===== src/rtl/wb_stage_pkg.sv =====
// wb_stage_pkg: shared RV32 constants (XLEN, load funct3 encodings) for the pipeline stages.
package wb_stage_pkg;
   localparam int XLEN = 32;
   localparam logic [2:0] F3_LB  = 3'b000;
   localparam logic [2:0] F3_LH  = 3'b001;
   localparam logic [2:0] F3_LW  = 3'b010;
   localparam logic [2:0] F3_LBU = 3'b100;
   localparam logic [2:0] F3_LHU = 3'b101;
endpackage


===== src/rtl/wb_stage_load_align.sv =====
// load_align: extracts and extends the addressed byte/halfword from an aligned load word.
module load_align
   import wb_stage_pkg::*;
(
   input  logic [2:0]      funct3,
   input  logic [1:0]      addr_lo,
   input  logic [XLEN-1:0] rdata,
   output logic [XLEN-1:0] data,
   output logic            illegal
);
   logic [7:0]  b;
   logic [15:0] h;
   always_comb begin
      b       = rdata[8*addr_lo +: 8];
      h       = addr_lo[1] ? rdata[31:16] : rdata[15:0];
      illegal = !(funct3 inside {F3_LB, F3_LH, F3_LW, F3_LBU, F3_LHU});
      // illegal encodings fall through to the full word
      data    = funct3 == F3_LB  ? {{24{b[7]}}, b} :
                funct3 == F3_LBU ? {24'b0, b} :
                funct3 == F3_LH  ? {{16{h[15]}}, h} :
                funct3 == F3_LHU ? {16'b0, h} : rdata;
   end
endmodule


===== src/rtl/wb_stage.sv =====
// wb_stage: writeback arbiter for loads and ALU results with a one-entry ALU skid buffer.
// Defining WB_TRACE_EN prints a line for every register-file write.
`ifndef WB_STAGE_V
`define WB_STAGE_V
module wb_stage
   import wb_stage_pkg::*;
(
   input  logic            clk,
   input  logic            rst,
   input  logic            alu_valid,
   output logic            alu_ready,
   input  logic [4:0]      alu_rd,
   input  logic [XLEN-1:0] alu_data,
   input  logic            ld_valid,
   input  logic [4:0]      ld_rd,
   input  logic [2:0]      ld_funct3,
   input  logic [1:0]      ld_addr_lo,
   input  logic [XLEN-1:0] ld_rdata,
   output logic            wEn,
   output logic [4:0]      rd,
   output logic [XLEN-1:0] write_data,
   output logic            skid_valid,
   output logic [4:0]      skid_rd,
   output logic            ld_err
);
   logic [XLEN-1:0] ld_data, skid_data, sel_data;
   logic [4:0]      sel_rd;
   logic            ld_illegal, alu_fire, sel;
   load_align u_align (
      .funct3 (ld_funct3),
      .addr_lo(ld_addr_lo),
      .rdata  (ld_rdata),
      .data   (ld_data),
      .illegal(ld_illegal)
   );
   assign alu_ready = !skid_valid;
   always_comb begin
      alu_fire = alu_valid && alu_ready;
      sel      = ld_valid || skid_valid || alu_fire;
      sel_rd   = ld_valid ? ld_rd : skid_valid ? skid_rd : alu_rd;
      sel_data = ld_valid ? ld_data : skid_valid ? skid_data : alu_data;
   end
   always_ff @(posedge clk or negedge rst) begin
      if (!rst) begin
         wEn        <= 1'b0;
         rd         <= '0;
         write_data <= '0;
         skid_valid <= 1'b0;
         skid_rd    <= '0;
         skid_data  <= '0;
         ld_err     <= 1'b0;
      end else begin
         // an ALU result accepted under a load is parked; the skid drains on the first load-free cycle
         if (ld_valid && alu_fire) begin
            skid_valid <= 1'b1;
            skid_rd    <= alu_rd;
            skid_data  <= alu_data;
         end else if (!ld_valid) begin
            skid_valid <= 1'b0;
         end
         wEn    <= sel && sel_rd != '0;
         ld_err <= ld_valid && ld_illegal;
         if (sel) begin
            rd         <= sel_rd;
            write_data <= sel_rd != '0 ? sel_data : '0;
         end
      end
   end
`ifdef WB_TRACE_EN
   always @(posedge clk)
      if (wEn) $display("wb x%0d = %08h", rd, write_data);
`else
`endif
endmodule
`endif


===== config.mk =====
export PLATFORM = sky130hd
export DESIGN_NAME = wb_stage
export DESIGN_NICKNAME = d
export VERILOG_FILES = /design/src/rtl/wb_stage_pkg.sv /design/src/rtl/wb_stage_load_align.sv /design/src/rtl/wb_stage.sv
export SDC_FILE = /design/constraint.sdc
export NUM_CORES = 1
export LEC_CHECK = 0
export CAP_MARGIN = 20
export CORE_ASPECT_RATIO = 0.6
export CORE_MARGIN = 3
export CORE_UTILIZATION = 30
export DETAILED_ROUTE_END_ITERATION = 10
export MAX_ROUTING_LAYER = met4
export PLACE_DENSITY = 0.62
export SKIP_LAST_GASP = 1
export SYNTH_ARGS = -nofsm -noshare
export SYNTH_HDL_FRONTEND = slang
export SYNTH_HIERARCHICAL = 1
export SYNTH_SLANG_ARGS = --single-unit

===== constraint.sdc =====
create_clock -name clk -period 4.4 [get_ports clk]
set_clock_uncertainty 0.1 [all_clocks]
set_input_delay 0.88 -clock clk [delete_from_list [all_inputs] [get_ports clk]]
set_output_delay 0.88 -clock clk [all_outputs]
set_load 0.01 [all_outputs]

==> impl_results.md, run 1 <==
- Status: finished, final reports clean
- Clock Pin Slew Worst Setup and Hold Paths: around 0.060 ns
- TritonCTS clock tree: yes
- Area share of the largest cell type after synthesis: 38.9%
- Most used DFF post-synth: dfrtp_1
- Initial Utilization: 31.4%
- Worst Setup Slack post-DPL: 0.994 ns
- Clk_lat worst skew: about 0.34 ns
- Die area: 18100 um2
- Htree depth: 3
- Yosys warns: 6
- Arrival time worst endpoint: ~3.3 ns
- DRT Pass-1 Iters: 5
- Multi-input gate area in the final layout: approximately 2700 um2
- Initial DRC count: 365
- Core Box Area: between 15000 and 20000 um2
- Most frequent cells in the layout: clkdlybuf4s50_1 (126), dfrtp_1 (76), mux2i_1 (70), nand2_1 (53), o21ai_0 (49)
- Commonest non-fill, non-tap cell in the layout: clkdlybuf4s50_1
- Mapped Nets: 539
- Final Hold Viols: 0
- Crit path launch: ld_addr_lo[1]
- IO buf count: 128
- Post-synth top area cell: dfrtp_1
- Cells after synthesis: 456
- Die W: 172 um
- FILL cells: 1542
- Tcrit/Tclk final: 70.5%
- Grt total ovfl: 0
- Vias/cell: about 5.3
- Post-layout min period: about 3.1 ns
- Final setup viols: 0
- CTS Buf Count: 9
- Global-route wire length before repair: 23.7 mm
- Wire per inst: slightly above 20 um
- Tightest Hold Check Type: input pin to asynchronous set/reset pin
- Post-CTS Setup Bufs: 0
- Post-synthesis sequential area ratio: 38.9%
- Routability Congestion: 0.918
- Final wirelength: between 15 and 20 mm
- RSZ-0062 raised after global routing: no
- #FFs+latches synth: 77
- Count of different cell masters after synthesis: 46
- Largest net degree at the start of global routing: 78
- Top post-synthesis cells by area: dfrtp_1 (39%), mux2i_1 (14%), mux2_2 (8.6%), a21oi_2 (5.3%), o21ai_0 (5.0%)
- Detail Route Antenna Nets: 0
- Sequential cell area: 1930 um2
- CTS Sinks: between 70 and 80
- Cts hold-fix bufs: 0
- Max rail drop VDD: around 0.00015 V
- Crit end category: flop
- Pins Over Slew Limit: 0
- Final std cells w/o fill: approximately 770
- Vias in the first global route: 4008
- Synth Area per Inst: 10.9 um2
- Area delta synth->final: 32.1%
- Worst setup margin: 1.30 ns
- Die height: 106 um
- Dpl hpwl: 11.6 mm
- Rel. slew slack: 48.1%
- Worst hold slack: 0.388 ns
- CP Class: input pin to flop
- DRC: 0
- Post-synth EDFFs: 0
- Async set-or-reset flop fraction in the synthesized netlist: 100%
- P_leak: ~2.5 nW
- Max-cap violations: 0
- Site Rows: 35
- Share of layout cells above drive strength 1: between 20% and 30%
- Max Fclk: approximately 320 MHz
- Sum of negative setup slack: 0 ns
- Final net count: 646
- Ports: 129
- Req. time, crit path: 4.57 ns
- Startpoint types: input pin
- Reg2Reg Launch Point: skid_valid
- Cell Area, Synth: 4950 um2
- Resized cells post-CTS: 0
- Pwr Density: 357 nW/um2
- CTS max path bufs: 2
- Post-Place Cells: between 700 and 800
- Global-route usage over all layers: about 18%
- Actual slew at the worst max-slew pin: between 0.7 and 0.8 ns
- CTS root buf: clkbuf_16
- Crit path max fanout: 24
- Initial antenna violation count: 1
- Vias: approximately 4100
==> final cells by class <==
| class | instances | area share, % |
|---|---|---|
| sequential | 77 | 29.5 |
| inverter | 2 | 0.115 |
| antenna | 1 | 0.0382 |
| multi-input combinational | 334 | 41.0 |
| tap | 203 | 3.88 |
| timing repair buffer | 139 | 20.9 |
| clock inverter | 6 | 1.07 |
| clock buffer | 10 | 3.50 |
==> flip-flops by register name, indices dropped and copies added (netlist names) <==
register    count
write_data     32
skid_valid      1
skid_data      32
skid_rd         5
rd              5
ld_err          1
wEn             1
==> routing by layer <==
layer	track usage, %	vias up	part of all wire [%]
met2	22.3	166	39
li1	-	1901	-
met5	-	-	0
met4	2.79	0	0.73
met1	27.8	2020	52
met3	5.02	12	8.0
==> synth_stat cells (all sizes together), types with 2 or more instances <==
library cell,n
o21ai,53
nand3,8
buf,29
dfrtp,77
mux2i,70
nand3b,8
a221o,16
mux2,50
and2,2
o21a,2
inv,2
clkbuf,13
a22o,7
nand2,53
nor3b,2
a21oi,35
nor2,2
or4b,7
a31oi,7
==> where the power goes <==
part	internal, mW	switching [mW]	total (mW)
registers	0.827	0.0817	0.909
clock network	0.444	0.323	0.767
logic	0.351	0.310	0.661
==> final timing paths <==
path / to / slack, ns / depth (start not counted)
min in group clk: skid_data[30] / 0.39 / 1
hold reg to reg: skid_data[30] / 0.39 / 1
setup reg to reg: wEn / 1.92 / 5
hold / removal: rd[2] / 0.39 / 1
setup / recovery: write_data[1] / 1.30 / 9
max in group asynchronous: skid_data[2] / 3.22 / 2
==> kinds of logic (layout without fill, tap and decap cells) <==
logic type	Yosys count	in the layout	share of synthesized area (%)
AOI/OAI and AO/OA	124	124	17.8
muxes	121	121	26.0
DFF	77	77	38.9
buffers and inverters	45	157	7.05
and+or+nand+nor	89	89	10.3
other	0	1	0
==> metrics by stage <==
stage               power, mW  util (%)  instance area (um2)
finish                   2.34      41.5                 6540
global route             2.45      41.5                 6540
CTS                      2.36      41.4                 6520
detailed placement       1.58      39.5                 6220
global placement         1.57      39.5                 6220
floorplan                1.26         -                 4950
==> critical path, stage by stage <==
cell             delay, ns
clkdlybuf4s50_1       0.68
buf_4                 0.36
or4b_1                0.52
a31oi_1               0.16
a221o_1               0.23
nand2_1               0.10
o21ai_0               0.09
mux2i_1               0.10
a21oi_2               0.14
Power figures use the tool's default switching activity.
==> run 2, diff against run 1 <==
==> constraint.sdc (replaced) <==
create_clock -name clk -period 3.13 [get_ports clk]
set_clock_uncertainty 0.1 [all_clocks]
set_input_delay 0.626 -clock clk [delete_from_list [all_inputs] [get_ports clk]]
set_output_delay 0.626 -clock clk [all_outputs]
set_load 0.01 [all_outputs]
==> run 2 against run 1 <==
  * Power rose by 45%
  * Core utilization rose by 0.84 points
  * Sequential share of layout area fell by 0.59 points
  * Register-to-register slack got worse by 1.1 ns
  * Highest routed layer unchanged
  * Global-route usage is 0.35 points higher
  * First-iteration DRC count down 17%
  * Setup slack got worse by 0.76 ns
  * Clock power rose by 50%
  * Clock-buffer cell count unchanged
  * Via count is essentially flat
==> impl_results.md, run 2 (synthesized netlist as in run 1, its figures left out) <==
- Status: finished, final reports clean
- Grt total ovfl: 0
- Delay of the slowest critical-path stage: around 0.86 ns
- DRC: 0
- Req. time, crit path: 2.40 ns
- TritonCTS clock tree: yes
- Die area: 18100 um2
- Actual slew at the worst max-slew pin: 0.765 ns
- CTS Sinks: 77
- R2R Path End: write_data[5]
- Reg2Reg Launch Point: skid_valid
- CTS Buf Count: 9
- Pins Over Slew Limit: 0
- Sum of negative setup slack: 0 ns
- Crit end category: primary output
- Area delta synth->final: 34.8%
- Slowest CP cell: dfrtp_2
- Pwr Density: a little over 500 nW/um2
- Global-route wire length before repair: 24.2 mm
- IO buf count: 128
- Htree depth: 3
- Site Rows: 35
- CP Class: flop to primary output
- Final wirelength: between 15 and 20 mm
- Routability Congestion: between 0.8 and 0.9
- Post-CTS Setup Bufs: 0
- Critical Path, Cell by Cell: clkdlybuf4s50_1
- Commonest non-fill, non-tap cell in the layout: clkdlybuf4s50_1
- CTS max path bufs: 2
- Resized cells post-CTS: 0
- R2r setup slk: roughly 0.82 ns
- Clk_lat worst skew: about 0.34 ns
- Worst hold slack: 0.0114 ns
- Worst Setup Slack post-DPL: 0.238 ns
- CTS root buf: clkbuf_16
- Tcrit/Tclk final: 82.8%
- Initial DRC count: 303
- Final Core Density: a little over two fifths
- Vias/cell: 5.27
- Most frequent cells in the layout: clkdlybuf4s50_1 (126), dfrtp_1 (76), mux2i_1 (70), nand2_1 (53), o21ai_0 (49)
- Share of layout cells above drive strength 1: between 20% and 30%
- Reg2Reg Depth: 5
- Tightest Hold Check Type: input pin to asynchronous set/reset pin
- Max-cap violations: 0
- Wire per inst: 20.5 um
- Worst path top cell family by delay: flip-flops
- Max rail drop VDD: ~0.00023 V
- Max Fclk: 386 MHz
- Rel. slew slack: 49.0%
- Detail Route Antenna Nets: 0
- Final setup viols: 0
- Final net count: 653
- Antenna cells: 0
- Startpoint types: flop
- Ports: 129
- Worst setup margin: 0.539 ns
- Largest net degree at the start of global routing: just under 80
- Largest registers: skid_data: 32 flops, write_data: 32 flops
- WP depth: 1
- Die W: 172 um
- Die height: 106 um
- Crit path launch: skid_valid
- Initial antenna violation count: 0
- Arrival time worst endpoint: 1.87 ns
- DRT Pass-1 Iters: 5
- P_leak: 2.60 nW
- RSZ-0062 raised after global routing: no
- Dpl hpwl: approximately 12 mm
- Clock Pin Slew Worst Setup and Hold Paths: 0.06 ns
- Post-layout min period: around 2.6 ns
- Total power: 3.39 mW
- Global-route usage over all layers: a little under a fifth
- Vias in the first global route: 4017
- Vias: between 4000 and 5000
- Final Hold Viols: 0
- Initial Utilization: 31.4%
- CP Buf/Inv Count: 1
- Cts hold-fix bufs: 0
- Core Box Area: 15800 um2
- Crit path max fanout: 23
==> run 2: changes by cell type in the layout (fill, tap and decap cells not counted) <==
cell	change
diode_2	-1
buf_4	+3
buf_12	+3
buf_16	+1
inv_6	-1
bufinv_16	+1
clkinvlp_4	-1
inv_8	+1
==> run 2: cell type report <==
class | instances | area (um2)
tap | 203 | 254
sequential | 77 | 1930
timing repair buffer | 146 | 1480
clock inverter | 6 | 95.1
inverter | 2 | 7.51
clock buffer | 10 | 229
multi-input combinational | 334 | 2680
fill | 1505 | 9090
==> run 2: per-layer routing <==
layer	vias up	wire length (um)	share of wire [%]	track usage (%)
li1	1907	-	-	-
met1	2031	8660	54	29.0
met4	0	82	0.51	2.90
met2	157	6170	39	22.7
met5	-	0	0	-
met3	7	1010	6.4	4.16
==> run 2: worst max-delay path by stage <==
| stage | endpoint | slack, ns |
|---|---|---|
| finish | skid_valid | 0.54 |
| global route | write_data[13] | 0.44 |
| CTS | skid_valid | 0.53 |
| detailed placement | write_data[10] | 0.24 |
| global placement | write_data[13] | 0.25 |
| floorplan | write_data[4] | 0.93 |
==> run 2: report_power, final <==
part           internal, mW  switching, mW
Clock                 0.708          0.447
Sequential             1.16          0.116
Combinational         0.512          0.440
Total                  2.38           1.00
==> run 2: metrics by stage <==
| stage | area [um2] | cells |
|---|---|---|
| finish | 6680 | 778 |
| floorplan | 4950 | 456 |
| global route | 6680 | 778 |
| detailed placement | 6320 | 761 |
| CTS | 6650 | 777 |
| global placement | 6320 | 761 |
==> run 2: worst register-to-register path, cell delays in order, from the launching register on <==
cell and delay [ns]:
dfrtp_2 0.86, buf_4 0.48, mux2i_1 0.42, o21ai_0 0.12
mux2i_1 0.17, a21oi_2 0.04
==> run 3, diff against run 2 <==
--- a/config.mk
+++ b/config.mk
@@ -11,7 +11,7 @@
 export CORE_UTILIZATION = 30
 export DETAILED_ROUTE_END_ITERATION = 10
 export MAX_ROUTING_LAYER = met4
-export PLACE_DENSITY = 0.62
+export PLACE_DENSITY = 0.64
 export SKIP_LAST_GASP = 1
 export SYNTH_ARGS = -nofsm -noshare
 export SYNTH_HDL_FRONTEND = slang
==> constraint.sdc (replaced) <==
create_clock -name clk -period 2.3 [get_ports clk]
set_clock_uncertainty 0.1 [all_clocks]
set_input_delay 0.46 -clock clk [delete_from_list [all_inputs] [get_ports clk]]
set_output_delay 0.46 -clock clk [all_outputs]
set_load 0.01 [all_outputs]
==> run 3 against run 2 <==
  * The flow now finishes with violations (hold timing)
  * Setup slack got worse by 0.40 ns
  * Power rose by 38%
  * Clock-buffer cell count did not move
  * Design area is 3.6% higher
  * Non-clock buffer count up 24
  * Critical endpoint is now write_data[3]
  * Largest cell class unchanged
==> impl_results.md, run 3 (synthesized netlist as in run 1, its figures left out) <==
- Status: finished with violations
- Failing checks: hold timing
- Wire per inst: 20.0 um
- Pins Over Slew Limit: 0
- Commonest non-fill, non-tap cell in the layout: clkdlybuf4s50_1
- TritonCTS clock tree: yes
- Global-route usage over all layers: between 15 and 20%
- Post-Place Cells: around 780
- DRC: 0
- IO buf count: 128
- Initial Utilization: 31.4%
- Sum of negative setup slack: 0 ns
- P_leak: 2.80 nW
- DP Area: 6500 um2
- Routability Congestion: 0.875
- Share of layout cells above drive strength 1: ~25%
- Max rail drop VDD: 0.000363 V
- Area delta synth->final: 39.6%
- Die height: 106 um
- Initial DRC count: between 300 and 400
- Final setup viols: 0
- Dpl hpwl: 12.2 mm
- Crit end category: flop
- Detail Route Antenna Nets: 0
- Final net count: 678
- Vias/cell: 5.26
- Largest registers: skid_data: 32 flops, write_data: 32 flops
- Final std cells w/o fill: 804
- Fin area: roughly 6900 um2
- Arrival time worst endpoint: 2.28 ns
- Die area: 18100 um2
- Max Fclk: 463 MHz
- Tcrit/Tclk final: 93.9%
- Final Hold Viols: 15
- Clock Pin Slew Worst Setup and Hold Paths: 0.06 ns
- Tightest Hold Check Type: input pin to asynchronous set/reset pin
- DRT Pass-1 Iters: 5
- Req. time, crit path: 2.42 ns
- Core Box Area: ~16000 um2
- Clk_lat worst skew: 0.33 ns
- CTS Buf Count: 9
- Post-layout min period: 2.16 ns
- CTS Sinks: 77
- CP Class: input pin to flop
- Die W: 172 um
- Vias in the first global route: 4074
- CTS root buf: clkbuf_16
- Actual slew at the worst max-slew pin: 0.537 ns
- Global-route wire length before repair: 24.2 mm
- Startpoint types: input pin
- Vias: about 4200
- Htree depth: 3
- RSZ-0062 raised after global routing: no
- Worst hold slack: -0.0127 ns
- Max-cap violations: 0
- Largest net degree at the start of global routing: 59
- Pwr Density: 674 nW/um2
- Cts hold-fix bufs: 0
- CTS max path bufs: 2
- Final wirelength: 16.1 mm
- Ports: 129
- Most frequent cells in the layout: clkdlybuf4s50_1 (120), dfrtp_1 (76), mux2i_1 (70), nand2_1 (53), o21ai_0 (44)
- Initial antenna violation count: 0
- Rel. slew slack: between 60 and 70%
- Site Rows: 35
- Crit path max fanout: 7
- Grt total ovfl: 0
-- run 3: cell types whose count changed in the layout (fill, tap and decap cells not counted), sizes merged --
| cell | delta |
|---|---|
| diode | +1 |
| buf | +24 |
| nor3b | +1 |
| clkdlybuf4s50 | -6 |
| clkinv | +2 |
| clkinvlp | -2 |
| dlymetal6s2s | +6 |
-- run 3: report_power, final --
part | total, mW | switching, mW | leakage, nW | internal (mW)
Sequential | 1.73 | 0.151 | 0.927 | 1.58
Combinational | 1.35 | 0.622 | 1.71 | 0.726
Clock | 1.58 | 0.592 | 0.163 | 0.988
Total | 4.66 | 1.37 | 2.80 | 3.30
-- run 3: path summary, 6_finish.rpt --
kind                              start              to  slack (ns)  cells after the start
max reg2reg                  skid_valid   write_data[1]        0.32                      5
min in group clk           skid_data[9]    skid_data[9]        0.39                      1
max                        ld_funct3[1]   write_data[3]        0.14                      9
max in group asynchronous           rst   write_data[2]        1.48                      2
min reg2reg                skid_data[9]    skid_data[9]        0.39                      1
min                                 rst  write_data[17]       -0.01                      1
-- run 3: per-stage QoR --
| stage | power, mW | setup WS, ns | util, % | hold WS (ns) |
|---|---|---|---|---|
| floorplan | 2.41 | 0.264 | - | 0.0644 |
| global placement | 3.05 | -0.327 | 41.2 | 0.352 |
| detailed placement | 3.09 | -0.330 | 41.2 | 0.364 |
| CTS | 4.69 | 0.0297 | 43.3 | 0.00118 |
| global route | 4.89 | 0.0321 | 43.8 | 0.0126 |
| finish | 4.66 | 0.140 | 43.9 | -0.0127 |
-- run 3: timing repair --
action / in CTS / in global routing
buffers inserted: 0 / 5
endpoints found under the setup margin: 0 / 29
resized for setup: 0 / 16
-- run 3: final cells by class --
type	count	area, um2
fillers	1517	8850
multi-input cells	335	2710
flip-flops and latches	77	1930
repair buffers	170	1690
well taps	203	254
clock buffers	10	239
clock inverters	6	91.3
inverters	2	7.51
diodes	1	2.50
-- run 3: critical path, cell delays in order --
cell             delay (ns)
clkdlybuf4s50_1        0.66
buf_4                  0.22
nor3b_2                0.07
buf_4                  0.16
a221o_1                0.33
nand2_1                0.08
o21ai_0                0.08
mux2i_1                0.18
a21oi_2                0.04
-- run 3: layer usage --
layer	wire, um	up-vias	GRT usage [%]	part of all wire (%)
li1	-	1962	-	-
met1	8720	2089	28.6	54
met2	6320	174	23.0	39
met3	983	6	4.61	6.1
met4	40	0	2.05	0.25
met5	0	-	-	0
